**config.mk**
```make
export PLATFORM = sky130hd
export DESIGN_NAME = conv1_row_accum_flat
export DESIGN_NICKNAME = d
export VERILOG_FILES = /design/src/rtl/conv1_row_accum_if.sv /design/src/rtl/conv1_row_accum.sv /design/src/flat_wrapper.sv
export SDC_FILE = /design/constraint.sdc
export NUM_CORES = 1
export LEC_CHECK = 0
export BUFFER_PORTS_ARGS = -buffer_cell sky130_fd_sc_hd__buf_2
export CORE_MARGIN = 1
export CORE_UTILIZATION = 40
export DETAILED_ROUTE_END_ITERATION = 12
export PLACE_DENSITY = 0.74
export SKIP_CTS_REPAIR_TIMING = 1
export SLEW_MARGIN = 20
export SYNTH_ARGS = -nofsm -noshare
export SYNTH_HDL_FRONTEND = slang
export SYNTH_SLANG_ARGS = --single-unit
```
**constraint.sdc**
```tcl
create_clock -name accum_clk -period 6.7 [get_ports accum_clk]
set_input_delay 1.34 -clock accum_clk [delete_from_list [all_inputs] [get_ports accum_clk]]
set_output_delay 1.34 -clock accum_clk [all_outputs]
set_load 0.005 [all_outputs]
```
**src/rtl/conv1_row_accum_if.sv**
```systemverilog
// Beat input / result output bundle for conv1_row_accum.
// The DUT attaches to the slave modport; the upstream/downstream side drives master.
interface conv1_row_accum_if #(
  parameter int unsigned NUM_INPUTS  = 5,
  parameter int unsigned IN_WIDTH    = 64,
  parameter int unsigned KERNEL_ROWS = 5,
  parameter int unsigned ACC_WIDTH   = IN_WIDTH + $clog2(NUM_INPUTS*KERNEL_ROWS) + 1
);
  logic                             accum_clr_i;
  logic signed [IN_WIDTH-1:0]       accum_bias_i;
  logic                             accum_in_valid_i;
  logic                             accum_in_ready_o;
  logic [NUM_INPUTS*IN_WIDTH-1:0]   accum_in_i;
  logic                             accum_out_valid_o;
  logic                             accum_out_ready_i;
  logic signed [ACC_WIDTH-1:0]      accum_out_o;
  logic                             accum_busy_o;

  modport master (
    output accum_clr_i, accum_bias_i, accum_in_valid_i, accum_in_i, accum_out_ready_i,
    input  accum_in_ready_o, accum_out_valid_o, accum_out_o, accum_busy_o
  );

  modport slave (
    input  accum_clr_i, accum_bias_i, accum_in_valid_i, accum_in_i, accum_out_ready_i,
    output accum_in_ready_o, accum_out_valid_o, accum_out_o, accum_busy_o
  );
endinterface

```
**src/rtl/conv1_row_accum.sv**
```systemverilog
// Sums one kernel row of partial products per beat over KERNEL_ROWS beats, adds bias,
// and emits one pixel per window. Define CONV1_ACCUM_RELU_EN to clamp results at zero.
module conv1_row_accum #(
  parameter int unsigned NUM_INPUTS  = 5,
  parameter int unsigned IN_WIDTH    = 64,
  parameter int unsigned KERNEL_ROWS = 5,
  parameter int unsigned ACC_WIDTH   = IN_WIDTH + $clog2(NUM_INPUTS*KERNEL_ROWS) + 1
) (
  input logic               accum_clk,
  input logic               accum_rst,
  conv1_row_accum_if.slave  bus
);

  localparam int unsigned CntW = (KERNEL_ROWS > 1) ? $clog2(KERNEL_ROWS) : 1;
  localparam logic [CntW-1:0] LastCnt = CntW'(KERNEL_ROWS - 1);
  localparam int unsigned ExtW = ACC_WIDTH - IN_WIDTH;

  localparam logic [0:0] StIdle = 1'b0;
  localparam logic [0:0] StRun  = 1'b1;

  logic [0:0]                  state_q, state_d;
  logic [CntW-1:0]             cnt_q, cnt_d;
  logic signed [ACC_WIDTH-1:0] acc_q, acc_d;
  logic                        out_valid_q, out_valid_d;
  logic signed [ACC_WIDTH-1:0] out_q, out_d;

  logic signed [ACC_WIDTH-1:0] lane_sum;
  logic signed [ACC_WIDTH-1:0] bias_ext;
  logic signed [ACC_WIDTH-1:0] acc_next;
  logic signed [ACC_WIDTH-1:0] result;
  logic                        last_beat;
  logic                        in_ready;
  logic                        accept;
  logic                        complete;

  always_comb begin
    lane_sum = '0;
    for (int i = 0; i < int'(NUM_INPUTS); i++) begin
      lane_sum = lane_sum + {{ExtW{bus.accum_in_i[i*IN_WIDTH + IN_WIDTH - 1]}},
                             bus.accum_in_i[i*IN_WIDTH +: IN_WIDTH]};
    end
  end

  assign bias_ext  = {{ExtW{bus.accum_bias_i[IN_WIDTH-1]}}, bus.accum_bias_i};
  assign last_beat = (cnt_q == LastCnt);

  // Only the closing beat of a window needs room in the output register.
  assign in_ready = !bus.accum_clr_i &&
                    !(out_valid_q && !bus.accum_out_ready_i && last_beat);
  assign accept   = bus.accum_in_valid_i && in_ready;
  assign complete = accept && last_beat;

  // The first beat of a window starts from bias instead of the running sum.
  assign acc_next = ((state_q == StIdle) ? bias_ext : acc_q) + lane_sum;

`ifdef CONV1_ACCUM_RELU_EN
  assign result = acc_next[ACC_WIDTH-1] ? '0 : acc_next;
`else
  assign result = acc_next;
`endif

  always_comb begin
    state_d = state_q;
    cnt_d   = cnt_q;
    acc_d   = acc_q;
    if (bus.accum_clr_i) begin
      state_d = StIdle;
      cnt_d   = '0;
      acc_d   = '0;
    end else if (accept) begin
      acc_d = acc_next;
      if (last_beat) begin
        state_d = StIdle;
        cnt_d   = '0;
      end else begin
        state_d = StRun;
        cnt_d   = cnt_q + CntW'(1);
      end
    end
  end

  always_comb begin
    out_valid_d = out_valid_q;
    out_d       = out_q;
    if (complete) begin
      out_valid_d = 1'b1;
      out_d       = result;
    end else if (out_valid_q && bus.accum_out_ready_i) begin
      out_valid_d = 1'b0;
    end
  end

  always_ff @(posedge accum_clk or posedge accum_rst) begin
    if (accum_rst) begin
      state_q     <= StIdle;
      cnt_q       <= '0;
      acc_q       <= '0;
      out_valid_q <= 1'b0;
      out_q       <= '0;
    end else begin
      state_q     <= state_d;
      cnt_q       <= cnt_d;
      acc_q       <= acc_d;
      out_valid_q <= out_valid_d;
      out_q       <= out_d;
    end
  end

  assign bus.accum_in_ready_o  = in_ready;
  assign bus.accum_out_valid_o = out_valid_q;
  assign bus.accum_out_o       = out_q;
  assign bus.accum_busy_o      = (cnt_q != '0);

endmodule
```
**src/flat_wrapper.sv**
```systemverilog
// flat-port wrapper written by rule: the top's interface ports become plain ports
module conv1_row_accum_flat 
#(
  parameter int unsigned NUM_INPUTS  = 5,
  parameter int unsigned IN_WIDTH    = 64,
  parameter int unsigned KERNEL_ROWS = 5,
  parameter int unsigned ACC_WIDTH   = IN_WIDTH + $clog2(NUM_INPUTS*KERNEL_ROWS) + 1
)
  (accum_clk, accum_rst, bus_accum_clr_i, bus_accum_bias_i, bus_accum_in_valid_i, bus_accum_in_i, bus_accum_out_ready_i, bus_accum_in_ready_o, bus_accum_out_valid_o, bus_accum_out_o, bus_accum_busy_o);
  conv1_row_accum_if #(.NUM_INPUTS(NUM_INPUTS), .IN_WIDTH(IN_WIDTH), .KERNEL_ROWS(KERNEL_ROWS), .ACC_WIDTH(ACC_WIDTH)) bus_i ();
  input logic accum_clk;
  input logic accum_rst;
  input wire logic [$bits(bus_i.accum_clr_i)-1:0] bus_accum_clr_i;
  input wire logic [$bits(bus_i.accum_bias_i)-1:0] bus_accum_bias_i;
  input wire logic [$bits(bus_i.accum_in_valid_i)-1:0] bus_accum_in_valid_i;
  input wire logic [$bits(bus_i.accum_in_i)-1:0] bus_accum_in_i;
  input wire logic [$bits(bus_i.accum_out_ready_i)-1:0] bus_accum_out_ready_i;
  output wire logic [$bits(bus_i.accum_in_ready_o)-1:0] bus_accum_in_ready_o;
  output wire logic [$bits(bus_i.accum_out_valid_o)-1:0] bus_accum_out_valid_o;
  output wire logic [$bits(bus_i.accum_out_o)-1:0] bus_accum_out_o;
  output wire logic [$bits(bus_i.accum_busy_o)-1:0] bus_accum_busy_o;
  assign bus_i.accum_clr_i = bus_accum_clr_i;
  assign bus_i.accum_bias_i = bus_accum_bias_i;
  assign bus_i.accum_in_valid_i = bus_accum_in_valid_i;
  assign bus_i.accum_in_i = bus_accum_in_i;
  assign bus_i.accum_out_ready_i = bus_accum_out_ready_i;
  assign bus_accum_in_ready_o = bus_i.accum_in_ready_o;
  assign bus_accum_out_valid_o = bus_i.accum_out_valid_o;
  assign bus_accum_out_o = bus_i.accum_out_o;
  assign bus_accum_busy_o = bus_i.accum_busy_o;
  conv1_row_accum #(.NUM_INPUTS(NUM_INPUTS), .IN_WIDTH(IN_WIDTH), .KERNEL_ROWS(KERNEL_ROWS), .ACC_WIDTH(ACC_WIDTH)) u_core (.accum_clk(accum_clk), .accum_rst(accum_rst), .bus(bus_i));
endmodule
```
[After elaboration in Yosys (flattened, before gate mapping)]
Cells that the tools add are included.
Cells by class
  reduce and logical (&&, ||, !) cells: 12
  muxes and demuxes: 11
  $add $sub $neg: 6
  eq/ne operators: 1
Operators by type and width (number)
  $add 70x70->70: 4
  $mux 70: 3
  $add 64x64->65: 1
  $mux 3: 3
  $logic_and 1x1->1: 6
  $mux 1: 5
  $reduce_bool 2->1: 2
  $add 3x1->3 const B: 1
  $eq 3x3->1 const B: 1
  $logic_not 1->1: 3
  $reduce_bool 3->1: 1
Word-level totals
  input port bits: 389
  output and inout bits: 73
  word-level logic and storage cells: 35
  register bits after elaboration: 145

[Logic depth before layout (Yosys ltp)]
Gate-level depths: netlist of the first run.
  depth after elaboration: 8
  gate-level depth with buffers: 23

[Worst setup path before layout of the first run]
Ideal clock, no wire load.
  kind: input port to flip-flop
  from: input bus_accum_in_i[0]
  to: register u_core.acc_q[69]
  slack: 0.152 ns
  data required time: 6.574 ns
  path buffers: 1
  cell stages on the path: 21
  arrival time: 6.421 ns
  path through: ha_1 > fa_1 > a21o_1 > a221oi_2 > a21oi_2 > a211o_1 > a211o_2 > nor2_1 > o21ai_0 > xor2_1 > fa_1 > ha_1 > clkbuf_1 > nand4_1 > or3_1 > nor4_1 > o211ai_1 > nand3_1 > o2111ai_1 > and4_4 > a311o_1
On the way
  word-level cells in the longest chain between the ends: 7
Ends and longest elaborated chain
  start: declaration: line flat_wrapper.sv:16  | input wire logic [$bits(bus_i.accum_in_i)-1:0] bus_accum_in_i;
  $add 64x64->65: line conv1_row_accum.sv:39  | lane_sum = lane_sum + {{ExtW{bus.accum_in_i[i*IN_WIDTH + IN_WIDTH - 1]}},
  $add 70x70->70 (3 in a row): line conv1_row_accum.sv:39
  $add 70x70->70: line conv1_row_accum.sv:54  | assign acc_next = ((state_q == StIdle) ? bias_ext : acc_q) + lane_sum;
  $mux 70: line conv1_row_accum.sv:70  | end else if (accept) begin
  $mux 70: line conv1_row_accum.sv:66  | if (bus.accum_clr_i) begin
  end signal: assignment: line conv1_row_accum.sv:97  | acc_q <= '0;
  end signal: assignment: line conv1_row_accum.sv:103  | acc_q <= acc_d;
  end: declaration: line conv1_row_accum.sv:23  | logic signed [ACC_WIDTH-1:0] acc_q, acc_d;
Every way passes these cells. The select of a mux whose other input is x is not followed.
A chain may end at the register's enable or synchronous reset.

[Worst setup path after layout of the first run]
  from: input bus_accum_in_i[0]
  to: register u_core.acc_q[66]
Same word-level chain as after synthesis.

==> impl_metrics.ini, run 1 <==
[status]
status = completed

[timing]
layout_min_cycle_time_ns = 6.48
max_slew_headroom_at_the_worst_pin_pct = 29.7
final.period_utilization_pct = 96.7
worst_slew_pin_slew_ns = 1.05
hold_violations = 0
max_freq_ghz = 0.154
final-setup-viol-count = 0
setup_repair_after_global_routing_missed_its_margin = false
slew_violations = 0
fin_clk_skew_ns = 0.0157

[setup_path]
critical_path_arrival_ns = 6.81
worst_setup_path_startpoint = bus_accum_in_i[0]
slowest_delay_ns = 0.57
cp_cell_sequence = buf_2, ha_1, fa_2, a21o_1, a221oi_2, buf_4, a21oi_2, a211o_1, nor2_1, nor2_1, a21oi_2, o21bai_2, xnor2_2, fa_1, ha_1, nand2_1, or4b_4, a21oi_4, buf_4, o211ai_1, a211o_1, a211oi_2, nor3_1, o31ai_1
cp-start-kind = input port
worst-setup-path-type = in2reg
setup.worst_path.end_class = register
timing.rr.start = u_core.state_q
path_buf_inv = 3
critical_path_required_ns = 7.03
worst-path-max-fanout = 4
crit_slowest_cell = or4b_4
timing.critical_path.max_delay_family = compound AO/OA/AOI/OAI gates

[logic_synthesis]
synthesis.instances = 2081
avgSynthCellArea_um2 = 9.00
post_synth_num_cell_types = 72
synth_warnings = 0
share_of_async_settable_or_async_resettable_flops_after_synthesis_pct = 100
count_of_flip_flops_with_a_built_in_enable_after_synthesis = 0
net_count_synth = 2809
synth.cell_area_um2 = 18700
ys_seq_elements = 145
synth_seq_area_share_pct = 19.4
main_synth_ff_type = dfrtp_1

[floorplan]
core_um2 = 45800
placementRows = 78
start_util_pct = 40.9
floorplan.die_area_um2 = 47700
dieWidth_um = 218
ios = 462
die_h_um = 218

[placed_design]
buffer_ports.inserted = 461
dp.cells = 3334
gp_congestion = 0.956
place.detailed.hpwl_um = 58400
placedInstanceArea_um2 = 23700

[clock_tree]
cts.root.buffer_cell = clkbuf_16
clock_sink_count = 145
cts_h_tree_depth = 4
cts_buffers = 17
tritoncts_clock_tree = done
clkLatencyLatePin_ns = 0.46
ctsLongestPathBuffers = 2
worst_setup_hold_path_clk_slew_ns = 0.06

[drt]
detail_route.vias_per_cell = 5.57
drt_first_pass_iters = 5
vias = 18800
totalWireLength_um = 70100
drtIter0Drc = 1172
drtAntennaViolNets = 0
post-route-drc-count = 0
average_wire_per_standard_cell_um = 20.8

[final_layout]
fill_cells = 4204
layout.nets = 3483
num_antenna_cells = 0
final_core_utilization_pct = 53.7
reg_area_um2 = 3630
postLayoutCellArea_um2 = 24600
layout-area-overhead-vs-synth_pct = 31.3
share_of_layout_cells_above_drive_strength_1_pct = 34.3
post_layout_nonfiller_instances = 3368
multi_input_gate_area_in_the_final_layout_um2 = 14600

[global_route]
grtUsageMet2_pct = 53.6
grt_pass1_wl_um = 109000
grt_use_total_pct = 29.8
top_usage_layer = met2
grt_pass1_vias = 20100
met3_usage_pct = 3.98
grt_max_degree = 94
grt_antenna_before_repair = 2
grt_remaining_overflow = 0
grt_use_met1_pct = 35.3

[min_path]
timing.hold.worst.class = reg2reg
timing.hold.worst.start = u_core.bus.accum_out_o[45]

[power]
power.density_nw_per_um2 = 507
fin_total_pwr_mw = 12.5
power_leakage_nw = 12.2
peakVddDrop_mv = 0.298

[job]
max_capacitance_violation_count = 0
-- cells by family after synthesis --
family                     share of synthesized area (%)
and+or+nand+nor                                     15.6
AOI/OAI and AO/OA                                   19.9
adders and majority gates                           30.8
buffers and inverters                               3.96
DFF                                                 19.4
xor gates and xnor gates                            5.66
muxes                                               4.75
-- cell usage after synthesis, types with 38 or more instances --
cell type / instances / area [um^2]
nand2_1: 277 / 1040
fa_1: 202 / 4040
a21oi_1: 180 / 901
dfrtp_1: 145 / 3630
ha_1: 137 / 1710
o21ai_0: 115 / 576
clkbuf_1: 99 / 372
a21o_1: 88 / 661
inv_1: 83 / 312
xnor2_1: 83 / 727
mux2_2: 79 / 890
nand3_1: 78 / 390
nor2_1: 77 / 289
nand4_1: 54 / 338
o21bai_1: 39 / 293
xor2_1: 38 / 333
-- path summary, 6_finish.rpt --
path / endpoint / slack (ns) / cells past startpoint
max: u_core.acc_q[66] / 0.22 / 24
min: u_core.bus.accum_out_o[45] / 0.47 / 2
max reg2reg: u_core.bus.accum_out_o[51] / 1.01 / 17
min reg2reg: u_core.bus.accum_out_o[45] / 0.47 / 2
max in group asynchronous: u_core.acc_q[66] / 4.29 / 3
min in group asynchronous: u_core.cnt_q[2] / 1.08 / 2
-- sequential cells by signal, summed over array words and instances, names as in the netlist --
signal	flops
u_core.state_q	1
u_core.bus.accum_out_valid_o	1
u_core.bus.accum_out_o	70
u_core.cnt_q	3
u_core.acc_q	70
-- routing by layer --
metal,vias up,share of wire (%)
li1,8756,-
met1,9070,39
met2,759,50
met3,176,5.5
met4,4,4.6
met5,-,0.031
-- placed cells by master, fill, tap and decap left out, types with 12 or more instances in the layout --
cell type	netlist	layout
a21oi_1	180	170
o21a_1	18	18
xnor2_1	83	81
a21o_1	88	88
o21bai_1	39	38
nor2_1	77	73
o211ai_1	20	20
o21ai_0	115	108
buf_4	0	306
nand2_1	277	276
dfrtp_1	145	144
nor3_1	30	28
inv_1	83	81
nand3_1	78	76
mux2_2	79	79
clkbuf_16	0	17
a31oi_1	15	14
nand4_1	54	54
ha_1	137	136
xor2_1	38	36
and3_1	33	33
buf_2	2	461
fa_1	202	201
and2_1	13	12
-- worst register-to-register path: stages (launching register included) --
cell and delay, ns:
dfrtp_4 0.69, mux2_2 0.41, fa_1 0.48, inv_1 0.06, fa_1 0.53, inv_1 0.05
ha_1 0.23, fa_1 0.43, a211oi_1 0.46, o21ai_0 0.27, a22oi_1 0.40, a2111oi_1 0.16
buf_4 0.17, o21ai_0 0.33, a21oi_1 0.16, o21ai_0 0.31, xnor2_1 0.17, mux2_2 0.28
-- where the power goes --
group          switching (mW)  internal [mW]
logic                    5.51           4.56
clock network           0.439          0.575
registers               0.204           1.17
-- through the flow --
step                      setup slack (ns)  hold slack, ns  TNS, ns
after global routing               0.00542           0.495        0
after floorplan                      0.152           0.461        0
after CTS                          -0.0480           0.479  -0.0696
final                                0.222           0.472        0
after detailed placement            -0.491           0.461   -13.22
after global placement              -0.396           0.456   -10.22
-- area by class of cell --
class / instances / area share, %
Tap cell: 600 / 3.05
Clock buffer: 19 / 1.84
Multi-Input combinational cell: 1740 / 59.6
Timing Repair Buffer: 768 / 18.8
Inverter: 83 / 1.29
Clock inverter: 13 / 0.606
Sequential cell: 145 / 14.8
Note: power is estimated with default switching activity, not from simulation.
==> run 2, diff against run 1 <==
- ABC_AREA: default -> 1
- BUFFER_PORTS_ARGS: -buffer_cell sky130_fd_sc_hd__buf_2 -> default
- DONT_BUFFER_PORTS: default -> 1
- PLACE_DENSITY: 0.74 -> 0.65
==> run 2 against run 1 <==
Net effect: sequential share of layout area is 1.9 points higher; largest cell class unchanged; critical path type unchanged; fmax grew 6.6%; sequential power rose by 6%; first-iteration DRC count grew 46%; die area grew 7.2%; setup slack gained 0.40 ns; sequential cell count stayed put; non-clock buffer count shrank 715; largest power group unchanged; count of clock-buffer cells in the layout down 2; wire length rose by 23%.
==> impl_metrics.ini, run 2 <==
[status]
status = completed

[clock_tree]
tritoncts_clock_tree = done
cts_h_tree_depth = 4
worst_setup_hold_path_clk_slew_ns = 0.07
cts.root.buffer_cell = clkbuf_16
cts_buffers = 17
clock_sink_count = 145
ctsLongestPathBuffers = 2
clkLatencyLatePin_ns = 0.46

[placed_design]
gp_congestion = 0.998
place.detailed.hpwl_um = 75100
pre_cts_ws_ns = 0.284
buffer_ports.inserted = 0

[logic_synthesis]
share_of_async_settable_or_async_resettable_flops_after_synthesis_pct = 100
net_count_synth = 3561
post_synth_num_cell_types = 45
main_synth_ff_type = dfrtp_1
ys_seq_elements = 145
post_synth_mux_area_share_pct = 0
synth_warnings = 0
ys_top_cells_by_count = nand2_1, inv_1, nor2_1, fa_1, a21oi_1
synth.cell_area_um2 = 20100
post_synth_and_or_nand_nor_area_fraction_pct = 27.5
count_of_flip_flops_with_a_built_in_enable_after_synthesis = 0
synth_top_area_cell = fa_1
synth_top_family_by_area = adder cells
synthAdderAreaFrac_pct = 28.7
synthTopCellsByArea = fa_1, dfrtp_1, nand2_1, ha_1, inv_1
post-synth-top-count-cell = nand2_1
synth_largest_type_area_fraction_pct = 20.1
avgSynthCellArea_um2 = 7.09
synth_compound_gate_area_share_pct = 14.0
synth_seq_area_share_pct = 18.1
yosys.area_share.xor_xnor_pct = 3.79
synthesis.instances = 2833

[floorplan]
core_um2 = 49300
floorplan.die_area_um2 = 51100
dieWidth_um = 226
die_h_um = 226
start_util_pct = 40.8
placementRows = 81
ios = 462

[setup_path]
path_buf_inv = 0
timing.critical_path.mode_cell = a21oi_1
critical_path_required_ns = 7.03
cp-start-kind = input port
setup.worst_path.end_class = register
cp_cell_sequence = ha_1, a21oi_1, o21ai_0, o21bai_1, a21oi_1, o21ai_2, nand2_1, nand2_1, xor2_1, fa_1, ha_1, a21oi_1, o21ai_0, a21oi_1, a21boi_0, o21ai_2, or2_1, nand3_1, nand2_1
timing.critical_path.max_delay_family = compound AO/OA/AOI/OAI gates
crit_slowest_cell = a21boi_0
worst-path-max-fanout = 5
setup.reg_to_reg.worst_slack_ns = 1.39
slowest_delay_ns = 0.59
worst-setup-path-type = in2reg
critical_path_arrival_ns = 6.41

[timing]
slew_violations = 0
final.setup.worst_slack_ns = 0.625
totalNegativeSetupSlack_ns = 0
hold_violations = 0
final.period_utilization_pct = 90.7
max_slew_headroom_at_the_worst_pin_pct = 25.4
max_freq_ghz = 0.165
final-setup-viol-count = 0
layout_min_cycle_time_ns = 6.07
setup_repair_after_global_routing_missed_its_margin = false
fin_clk_skew_ns = 0.0178
worst_slew_pin_slew_ns = 1.12
hold_ws_ns = 0.485

[final_layout]
fill_cells = 5272
num_antenna_cells = 0
layout-area-overhead-vs-synth_pct = 8.38
most_used_cells_in_the_layout_excluding_fill_and_tap_cells = nand2_1, inv_1, nor2_1, fa_1, a21oi_1
share_of_layout_cells_above_drive_strength_1_pct = 4.56
layout.nets = 3589
layout_commonest_cell = nand2_1

[power]
power.density_nw_per_um2 = 534
power_leakage_nw = 10.5
peakVddDrop_mv = 0.187

[drt]
vias = 19400
drtIter0Drc = 1711
post-route-drc-count = 0
detail_route.vias_per_cell = 5.50
average_wire_per_standard_cell_um = 24.4
drt_first_pass_iters = 5
drtAntennaViolNets = 0
totalWireLength_um = 86200

[global_route]
grt_pass1_vias = 19800
grt_max_degree = 67
grt_use_total_pct = 33.9
grt_antenna_before_repair = 0
grt_pass1_wl_um = 126000
grt_remaining_overflow = 0

[job]
max_capacitance_violation_count = 0

[min_path]
timing.hold.worst.class = reg2reg
run 2: per-layer routing:
layer / up-vias / part of all wire, % / track usage [%]
met5: - / 0 / 0
met4: 0 / 2.7 / 9.50
met3: 71 / 4.9 / 3.58
met2: 630 / 46 / 55.9
met1: 9544 / 46 / 46.9
li1: 9197 / - / -
run 2: path summary, 6_finish.rpt:
kind                                          from                    endpoint  cells past startpoint
min in group asynchronous                accum_rst   u_core.bus.accum_out_o[3]                      1
worst min register to register    u_core.acc_q[56]            u_core.acc_q[56]                      2
worst max-delay path            bus_accum_in_i[26]  u_core.bus.accum_out_o[36]                     19
max in group asynchronous                accum_rst            u_core.acc_q[55]                      2
worst min-delay path              u_core.acc_q[56]            u_core.acc_q[56]                      2
worst max register to register      u_core.state_q  u_core.bus.accum_out_o[37]                     22
run 2: cells by family after synthesis:
family          after synthesis
simple gates               1355
xor+xnor                     87
compound gates              488
flops                       145
buf+inv                     419
fa+ha+maj                   339
run 2: layout make-up:
class                   count  area [um^2]  share of cell area [%]
multi-input cells        2269        14900                    68.4
inverters                 375         1410                    6.49
flip-flops and latches    145         3630                    16.7
repair buffers             53          398                    1.83
clock inverters            15          190                   0.873
clock buffers              17          425                    1.95
well taps                 664          831                    3.82
run 2: where the power goes:
part / internal (mW) / total, mW / switching [mW]
clock: 0.569 / 1.04 / 0.474
combinational: 2.97 / 9.13 / 6.15
sequential: 1.20 / 1.45 / 0.250
run 2: tightest hold or removal path: stages, from the launching register on:
cell and delay, ns:
dfrtp_1 0.34, nand2_1 0.05, nand2_1 0.06
run 2: per-stage QoR:
step	cell area (um^2)	util [%]	power, mW	instances
global route	21800	44.2	12.6	3538
CTS	21800	44.2	11.5	3538
finish	21800	44.2	11.6	3538
global placement	21200	43.0	10.4	3506
floorplan	20100	-	7.20	2833
detailed placement	21200	43.0	10.4	3506
==> run 3, diff against run 2 <==
- CORE_ASPECT_RATIO: default -> 0.9
- CTS_BUF_LIST: default -> sky130_fd_sc_hd__clkbuf_2 sky130_fd_sc_hd__clkbuf_4 sky130_fd_sc_hd__clkbuf_8
==> run 3 against run 2 <==
Net effect: sequential power hardly changed; utilization is 0.11 points lower; fmax is 1.1% lower; wire length up 1.6%; total power shrank 0.81%; non-clock buffer count up 27; combinational power increased by 2.6%; worst hold slack gained 0.00097 ns; largest power group unchanged.
==> impl_metrics.ini, run 3 (synthesis gave the netlist of run 2 again) <==
[floorplan]
start_util_pct = 40.7
floorplan.die_area_um2 = 51100
core_um2 = 49300
placementRows = 77
die_h_um = 215
ios = 462
dieWidth_um = 238

[clock_tree]
tritoncts_clock_tree = done
clock_sink_count = 145
cts_h_tree_depth = 4
worst_setup_hold_path_clk_slew_ns = 0.10
cts_buffers = 17
ctsLongestPathBuffers = 2
cts.root.buffer_cell = clkbuf_8
clkLatencyLatePin_ns = 0.55

[drt]
totalWireLength_um = 87600
topRoutingLayerUsed = met4
dr_wl_met2_um = 38500
drtIter0Drc = 1726
m1WireLength_um = 41500
detail_route.vias_per_cell = 5.55
average_wire_per_standard_cell_um = 24.5
drtAntennaViolNets = 0
post-route-drc-count = 0
vias = 19800
drt_first_pass_iters = 7
wl_met3_um = 5490

[timing]
max_freq_ghz = 0.163
hold_violations = 0
totalNegativeSetupSlack_ns = 0
max_slew_headroom_at_the_worst_pin_pct = 23.5
fin_clk_skew_ns = 0.0157
final-setup-viol-count = 0
worst_slew_pin_slew_ns = 1.15
slew_violations = 0
final.period_utilization_pct = 91.7
final.setup.worst_slack_ns = 0.556
layout_min_cycle_time_ns = 6.14
setup_repair_after_global_routing_missed_its_margin = false

[setup_path]
worst_setup_path_startpoint = bus_accum_in_i[0]
critical_path_arrival_ns = 6.57
timing.rr.start = u_core.state_q
worst-path-max-fanout = 5
critical_path_required_ns = 7.13
cp-start-kind = input port
worst-setup-path-type = in2reg
setup.worst_path.end_class = register
worst-r2r-cell-count = 19

[final_layout]
share_of_layout_cells_above_drive_strength_1_pct = 5.45
layout.nets = 3616
most_used_cells_in_the_layout_excluding_fill_and_tap_cells = nand2_1, inv_1, nor2_1, fa_1, a21oi_1
layout-area-overhead-vs-synth_pct = 8.27
layout_commonest_cell = nand2_1

[min_path]
timing.hold.worst.class = reg2reg
min_path_cells = 2
timing.hold.worst.start = u_core.acc_q[64]

[global_route]
grt_pass1_vias = 19900
grt_pass1_wl_um = 128000
grt_use_total_pct = 34.4
grt_remaining_overflow = 0
grt_max_degree = 64
grt_antenna_before_repair = 0

[placed_design]
buffer_ports.inserted = 0
gp_congestion = 0.996
place.detailed.hpwl_um = 76500
pre_cts_ws_ns = 0.107

[power]
power.density_nw_per_um2 = 530
peakVddDrop_mv = 0.194
power_leakage_nw = 10.5

[job]
max_capacitance_violation_count = 0

[status]
status = completed
==> run 3: cell count changes in the layout (fill, tap and decap cells not counted), moves of 2 or more <==
| cell | before | now |
|---|---|---|
| clkinvlp_4 | 1 | 3 |
| clkbuf_16 | 17 | 0 |
| inv_8 | 4 | 2 |
| bufinv_16 | 2 | 0 |
| clkbuf_8 | 0 | 18 |
| buf_4 | 53 | 79 |
==> run 3: worst paths after layout <==
kind	to	slack [ns]
worst max register to register	u_core.bus.accum_out_o[37]	1.51
worst max-delay path	u_core.bus.accum_out_o[53]	0.56
worst min register to register	u_core.acc_q[64]	0.49
min in group asynchronous	u_core.cnt_q[2]	0.60
max in group asynchronous	u_core.acc_q[40]	4.82
worst min-delay path	u_core.acc_q[64]	0.49
==> run 3: routing by layer <==
metal / global-route usage (%) / up-vias
met3: 4.47 / 75
met5: 0 / -
met4: 8.33 / 0
met1: 50.4 / 9683
met2: 53.4 / 805
li1: - / 9255
==> run 3: worst max-delay path, cell delays in order <==
cell,delay (ns)
ha_1,0.27
fa_1,0.43
nand2_1,0.14
nand2_1,0.07
nand3_1,0.08
nand2_1,0.12
a21oi_2,0.23
o21ai_2,0.17
a21oi_1,0.39
o21ai_1,0.22
xor2_1,0.32
fa_1,0.47
ha_1,0.39
a21oi_1,0.28
o21ai_0,0.23
a21oi_1,0.33
a21boi_0,0.48
inv_1,0.08
nand2_1,0.14
nand4_1,0.15
nand3_1,0.17
nand2_1,0.08
==> run 3: layout make-up <==
type                       instances  area [um^2]
clock inverter                    14          120
multi-input combinational       2269        14900
clock buffer                      18          248
fill                            5254        27600
timing repair buffer              80          613
antenna                            1         2.50
inverter                         375         1410
tap                              671          840
sequential                       145         3630
==> run 3: per-stage QoR <==
step | instance area, um^2 | hold WS [ns] | std cells | power (mW) | util [%]
2_1_floorplan | 20100 | 0.444 | 2833 | 7.20 | -
3_3_place_gp | 21400 | 0.465 | 3540 | 10.6 | 43.3
3_5_place_dp | 21400 | 0.462 | 3540 | 10.6 | 43.3
4_1_cts | 21700 | 0.488 | 3572 | 11.4 | 44.1
5_1_grt | 21700 | 0.507 | 3572 | 12.5 | 44.1
6_report | 21800 | 0.486 | 3573 | 11.5 | 44.1
==> run 3: where the power goes <==
part | leakage [nW] | switching, mW | internal, mW
Clock | 0.181 | 0.433 | 0.277
Sequential | 1.93 | 0.250 | 1.20
Combinational | 8.42 | 6.28 | 3.09
